`config.mk`:
```
export PLATFORM = sky130hd
export DESIGN_NAME = serial_add_sub
export DESIGN_NICKNAME = d
export VERILOG_FILES = /design/src/rtl/serial_add_sub_pkg.sv /design/src/rtl/serial_add_sub_full_adder.sv /design/src/rtl/serial_add_sub.sv
export SDC_FILE = /design/constraint.sdc
export NUM_CORES = 1
export LEC_CHECK = 0
export CAP_MARGIN = 20
export CORE_UTILIZATION = 35
export DETAILED_ROUTE_END_ITERATION = 10
export HOLD_SLACK_MARGIN = 0.02
export PLACE_DENSITY = 0.58
export SLEW_MARGIN = 20
export SYNTH_ARGS = -nofsm -noshare
export SYNTH_HDL_FRONTEND = slang
export SYNTH_SLANG_ARGS = --single-unit
```
`constraint.sdc`:
```
create_clock -name clk -period 1.55 [get_ports clk]
set_input_delay 0.2325 -clock clk [delete_from_list [all_inputs] [get_ports clk]]
set_output_delay 0.2325 -clock clk [all_outputs]
set_load 0.005 [all_outputs]
```
`src/rtl/serial_add_sub_pkg.sv`:
```
// serial_add_sub_pkg
//   Shared definitions for the bit-serial adder/subtractor:
//   - state_t       : controller state encoding (IDLE, RUN, DONE)
//   - DEFAULT_WIDTH : default operand/result width
package serial_add_sub_pkg;

  typedef enum logic [1:0] {
    IDLE = 2'd0,
    RUN  = 2'd1,
    DONE = 2'd2
  } state_t;

  localparam int DEFAULT_WIDTH = 16;

endpackage

```
`src/rtl/serial_add_sub_full_adder.sv`:
```
// full_adder
//   Combinational 1-bit full adder, reusable as the arithmetic slice of any
//   bit-serial datapath.
//   Ports:
//     a, b  : input  operand bits
//     cin   : input  carry in
//     sum   : output a ^ b ^ cin
//     cout  : output carry out
module full_adder (
  input  logic a,
  input  logic b,
  input  logic cin,
  output logic sum,
  output logic cout
);

  assign sum  = a ^ b ^ cin;
  assign cout = (a & b) | (cin & (a ^ b));

endmodule

```
`src/rtl/serial_add_sub.sv`:
```
// serial_add_sub
//   Bit-serial adder/subtractor. One full-adder slice is iterated LSB-first
//   over WIDTH cycles. Subtraction is a + ~b + 1, with the +1 entering as the
//   initial carry.
//   Ports:
//     clk      : input  rising-edge clock
//     rst_n    : input  asynchronous active-low reset
//     start    : input  request, sampled in IDLE or DONE
//     sub      : input  0 = a+b, 1 = a-b (sampled with start)
//     a, b     : input  WIDTH-bit operands (sampled with start)
//     busy     : output high while the serial computation runs
//     done     : output one-cycle pulse, result registers valid
//     sum      : output WIDTH-bit result, held until the next completion
//     carry    : output carry-out (add) / no-borrow (sub)
//     overflow : output two's-complement signed overflow
module serial_add_sub
  import serial_add_sub_pkg::*;
#(
  parameter int WIDTH = DEFAULT_WIDTH
) (
  input  logic             clk,
  input  logic             rst_n,
  input  logic             start,
  input  logic             sub,
  input  logic [WIDTH-1:0] a,
  input  logic [WIDTH-1:0] b,
  output logic             busy,
  output logic             done,
  output logic [WIDTH-1:0] sum,
  output logic             carry,
  output logic             overflow
);

  localparam int CNT_W = (WIDTH > 1) ? $clog2(WIDTH) : 1;
  localparam logic [CNT_W-1:0] CNT_LAST = CNT_W'(WIDTH - 1);

  state_t           state;
  logic [WIDTH-1:0] sh_a;
  logic [WIDTH-1:0] sh_b;
  logic [WIDTH-2:0] sh_s;   // partial result; bit WIDTH-1 is the live adder output
  logic             c;
  logic [CNT_W-1:0] cnt;
  logic             a_msb;
  logic             b_msb;  // MSB of the effective (possibly inverted) B
  logic             fa_s;
  logic             fa_co;
  logic [WIDTH-1:0] sh_next;

  full_adder u_fa (
    .a    (sh_a[0]),
    .b    (sh_b[0]),
    .cin  (c),
    .sum  (fa_s),
    .cout (fa_co)
  );

  // New sum bit enters at the top; on the last step this is the full result.
  assign sh_next = {fa_s, sh_s};

  assign busy = (state == RUN);
  assign done = (state == DONE);

  always_ff @(posedge clk or negedge rst_n) begin
    if (!rst_n) begin
      state    <= IDLE;
      sh_a     <= '0;
      sh_b     <= '0;
      sh_s     <= '0;
      c        <= 1'b0;
      cnt      <= '0;
      a_msb    <= 1'b0;
      b_msb    <= 1'b0;
      sum      <= '0;
      carry    <= 1'b0;
      overflow <= 1'b0;
    end else begin
      unique case (state)
        IDLE, DONE: begin
          if (start) begin
            sh_a  <= a;
            sh_b  <= sub ? ~b : b;
            c     <= sub;
            cnt   <= '0;
            a_msb <= a[WIDTH-1];
            b_msb <= b[WIDTH-1] ^ sub;
            state <= RUN;
          end else begin
            state <= IDLE;
          end
        end
        RUN: begin
          sh_s <= sh_next[WIDTH-1:1];
          sh_a <= sh_a >> 1;
          sh_b <= sh_b >> 1;
          c    <= fa_co;
          if (cnt == CNT_LAST) begin
            sum      <= sh_next;
            carry    <= fa_co;
            // Same-sign operands producing a result of the other sign.
            overflow <= (a_msb == b_msb) && (fa_s != a_msb);
            state    <= DONE;
          end else begin
            cnt <= cnt + CNT_W'(1);
          end
        end
        default: state <= IDLE;
      endcase
    end
  end

endmodule

```
---- After elaboration in Yosys (flattened, before gate mapping) ----
Index checks and enable logic that the tools add are counted.
word-level totals
  output and inout port bits .............. 20
  input port bits ......................... 36
  logic and storage cells ................. 48
  bits in registers ....................... 74
operators by class
  eq/ne operators ......................... 8
  bitwise logic cells ..................... 7
  add/sub/neg operators ................... 1
  muxes and demuxes ....................... 13
  reductions and logical operators ........ 8
operator list
  operator                                               count
  one-hot mux 16 bit (2 select lines)                    2
  two-way mux 16 bit                                     3
  inverter 16 bit                                        1
  two-way mux 4 bit                                      2
  one-hot mux 4 bit (2 select lines)                     1
  AND reduction 2 bit                                    3
  adder 4 x 1 -> 4 bit, second input constant            1
  == test 4 bit, second input constant                   1
  inequality test 2 bit, second input constant           2
  one-hot mux 2 bit (2 select lines)                     1
  AND reduction 3 bit                                    1
  bitwise XOR 1 bit                                      3
  bitwise AND 1 bit                                      2
  == test 2 x 1 -> 1 bit, second input constant          1
  == test 2 bit, second input constant                   1
  logical NOT 2 bit                                      1
  two-way mux 1 bit                                      2
  two-way mux 2 bit                                      1
  inequality test 2 x 1 -> 1 bit, second input constant  1
  one-hot mux 1 bit (2 select lines)                     1
  nonzero test 2 bit                                     1
  OR reduction 2 bit                                     1
  == test 1 bit                                          1
  logical AND 1 bit                                      1
  other kinds (2)                                        2

---- Logic depth before layout (Yosys ltp) ----
  depth in word-level cells ............... 4
  mapped depth ............................ 7
  gate-level depth less buffers ........... 4

---- By module ----
A second synthesis with hierarchy kept.
unflattened totals
  cell total of the unflattened synthesis .. 286
  area, all modules ....................... 3,200.6 um2
modules (own cells, without submodules)
  module          cells each  times used  area an instance (um2)
  serial_add_sub  285         1           3,180.6
  full_adder      1           1           20.0

---- Least setup slack after synthesis ----
No wires, ideal clock.
  path type ............................... reg2reg
  start point ............................. register state[1]
  end point ............................... register sum[10]
  cell stages (with the launch flop) ...... 8
  path buffers ............................ 3
  setup time .............................. 0.125 ns
  required time ........................... 1.425 ns
  arrival ................................. 1.456 ns
  setup slack ............................. -0.031 ns
  cells stage by stage .................... dfrtp_1 > nand2b_1 > buf_6 > inv_4 > and4_4 > buf_6 > buf_12 > mux2_4
between the ends
  word-level cells in the longest chain between the ends .. 2
ends and longest elaborated chain
  what                                  line                  RTL
  from (decl)                           serial_add_sub.sv:37  state_t state;
  from (signal assigned)                serial_add_sub.sv:65  state <= IDLE;
  from (signal assigned)                serial_add_sub.sv:86  state <= RUN;
  from (signal assigned)                serial_add_sub.sv:88  state <= IDLE;
  == test 2 x 1 -> 1 bit                serial_add_sub.sv:77  unique case (state)
  AND reduction 2 bit (no source line)  n/a
  to (signal assigned)                  serial_add_sub.sv:97  sum <= sh_next;
  to (decl)                             serial_add_sub.sv:29  output logic [WIDTH-1:0] sum,
Every way passes these cells.
A chain may end at the register's enable or synchronous reset.

---- Worst setup path after layout ----
  start point ............................. register c
  end point ............................... register overflow
between the ends
  word-level cells in the longest chain between the ends .. 3
ends and longest elaborated chain
  what                    line                             RTL
  from (decl)             serial_add_sub.sv:41             logic c;
  from (signal assigned)  serial_add_sub.sv:82             c <= sub;
  from (signal assigned)  serial_add_sub.sv:95             c <= fa_co;
  bitwise XOR 1 bit       serial_add_sub_full_adder.sv:17  assign sum = a ^ b ^ cin;
  named net fa_s          serial_add_sub.sv:45             logic fa_s;
  inequality test 1 bit   serial_add_sub.sv:100            overflow <= (a_msb == b_msb) && (fa_s != a_msb);
  logical AND 1 bit       serial_add_sub.sv:100
  to (signal assigned)    serial_add_sub.sv:100
  to (decl)               serial_add_sub.sv:31             output logic overflow
The timed path passes the listed nets, and every way through them passes these cells.

==> impl_metrics.yaml <==
sta:
  rsz0062_at_grt: "false"
  hold_violations: 0
  setup_tns_ps: 0
  fin_crit_sh: 0.961
  drv_slew: 0
  finalClockSkew_ps: 7.04
  relSlewSlack: 0.575
  holdWs_ps: 397
  fin_crit_ps: 1490
  setup-violations-final: 0
  worst_pin_slew_ps: 636
  max_freq_ghz: 0.671
critical_path:
  worst_ep_arrival_time_ps: 1710
  cp-end-kind: "flop"
  critical_path_class: "reg -> reg"
  critPathMaxFanout: 4
  worstPathRequired_ps: 1770
  start_kind: "flop"
drt:
  drc_errors: 8
  wire_per_inst_um: 13.5
  first_pass_iters: 9
  vias_per_cell: 4.88
  dr_total_vias: 2230
  wirelength_mm: 6.15
  ant_nets: 0
  drt_iter0_markers: 128
floorplanning:
  die_h_um: 97.6
  fp.dieArea_um2: 9530
  fp.coreArea_um2: 8810
  fp-row-count: 34
  die_w_um: 97.6
  initial_core_util: 0.363
  pin_count: 56
global_routing:
  grt-busiest-layer: "met2"
  grt_pass1_vias: 2170
  antenna_found_initial: 0
  grt_use_total: 0.140
  grt_pass1_wl_mm: 10.5
  use_met3: 0.0367
  met1_usage: 0.189
  grt.overflow.total: 0
  grt_max_degree: 37
  grt_use_met2: 0.209
yosys:
  syn_inst: 286
  synth_area_um2: 3200
  yosysWarnings: 0
  yosysUniqueCellTypes: 31
  synth_edf_count: 0
  synth_seq_area_share: 0.579
  syn_nets: 324
  ys_top_cells_by_area: "dfrtp_1 58%, nand2_1 8.3%, a221o_1 4.7%"
  synth_top_area_share: 0.579
  synth_ff_type: "dfrtp_1"
  yosys.area.top_type: "dfrtp_1"
  avgSynthCellArea_um2: 11.2
  ys_seq_elements: 74
  synthArstFlopShare: 1.00
clock_tree:
  cts_tree: "yes"
  worstSkewPairLatency_ps: 330
  clkTransAtPathRegs_ps: 70
  clockRootBuffer: "clkbuf_8"
  cts_max_path_buffers: 2
  cts_sinks: 74
  cts_setup_buffers: 0
  h-tree-depth: 3
  cts_buffers: 9
layout:
  seqCellArea_um2: 1850
  fillerInstances: 827
  nNetsFinal: 383
  multi_input_area_um2: 1230
  drive_gt1_frac: 0.143
  design_area_um2: 4120
  syn_to_final_growth_pct: 28.6
  num_antenna_cells: 0
placement:
  place_congestion: 0.748
  hpwl_mm: 4.03
  io_buffers: 55
  post_dp_cell_area_um2: 3920
pwr:
  power_w: 0.00730
  vdd_drop_max_mv: 0.517
  leakage_nw: 1.90
  powerDensity_nw_per_um2: 1770
run_status:
  outcome: "finished with violations"
  violations: "design-rule violations"
worst_hold_path:
  hold_class: "in -> async"
run:
  maxCapViolations: 0
==> flip-flops by register name, indices dropped and copies added, names as in the netlist <==
register	cells
a_msb	1
b_msb	1
c	1
carry	1
cnt	4
overflow	1
sh_a	16
sh_b	16
sh_s	15
state	2
sum	16
==> cell usage in the layout, fill, tap and decap left out, drive strengths merged, types with 2 or more instances in the layout <==
cell type / n
dfrtp: 74
a21oi: 2
clkdlybuf4s50: 52
nand3: 19
nand2b: 3
xnor2: 15
a22oi: 16
nand2: 71
buf: 14
nor2b: 2
inv: 2
a221o: 15
nor2: 16
mux2: 18
clkbuf: 12
clkinv: 2
==> cell families (layout without fill, tap and decap cells) <==
logic type,count (synthesis),in the layout,share of synthesized area
muxes,19,19,0.0770
xor gates and xnor gates,16,16,0.0438
AOI/OAI and AO/OA,39,39,0.102
DFF,74,74,0.579
and+or+nand+nor,114,114,0.149
buffers and inverters,22,85,0.0391
adders and majority gates,2,2,0.0102
==> power breakdown <==
part	total, W	internal (W)	switching [W]
sequential	0.00325	0.00274	0.000514
clock	0.00142	0.000775	0.000645
combinational	0.00262	0.00142	0.00121
total	0.00730	0.00494	0.00236
==> synthesized netlist by cell type (2+ instances only) <==
cell type,n
dfrtp_1,74
nand3_1,19
clkbuf_1,10
mux2_4,9
a21oi_1,2
nor2b_1,2
xnor2_1,15
buf_6,2
a221o_1,15
nand2_1,71
nor2_1,16
buf_2,7
a22oi_1,16
nand2b_1,3
mux2_2,9
==> cell type report <==
cell class,instances,share of cell area
flip-flops and latches,74,0.450
multi-input cells,190,0.300
repair buffers,68,0.170
clock buffers,12,0.0353
well taps,108,0.0328
clock inverters,3,0.00973
inverters,2,0.00243
==> worst max-delay path, cell delays in order (launching register included) <==
cell	delay (ps)
dfrtp_1	400
fa_1	610
o22ai_1	110
mux2_2	260
==> repair_timing <==
item | in CTS | in global routing
gates resized for setup | 8 | 1
cloned | 0 | 0
pin swaps | 0 | 0
hold endpoints to repair | 31 | 0
hold buffers | 1 | 0
endpoints found under the setup margin | 18 | 1
==> routing by layer <==
metal  wire length, µm  vias up
met5                 0        -
met4                72        0
met3               289        7
met2              2770       56
met1              3020     1070
li1                  -     1097
==> path summary, 6_finish.rpt <==
check,from,to,slack [ps],depth (start not counted)
max,c,overflow,60,3
min,rst_n,sum[9],400,2
max reg2reg,c,overflow,60,3
min reg2reg,sh_s[14],sh_s[13],490,2
max in group asynchronous,rst_n,a_msb,600,3
min in group clk,sh_s[14],sh_s[13],490,2
==> metrics by stage <==
stage / utilization / worst slack [ps] / cells
after global placement: 0.445 / -386 / 441
after floorplan: - / 2.24 / 286
after detailed placement: 0.445 / -431 / 441
final: 0.467 / 60.6 / 457
after CTS: 0.467 / 53.3 / 457
after global routing: 0.467 / 0.158 / 457
Power figures use the tool's default switching activity.
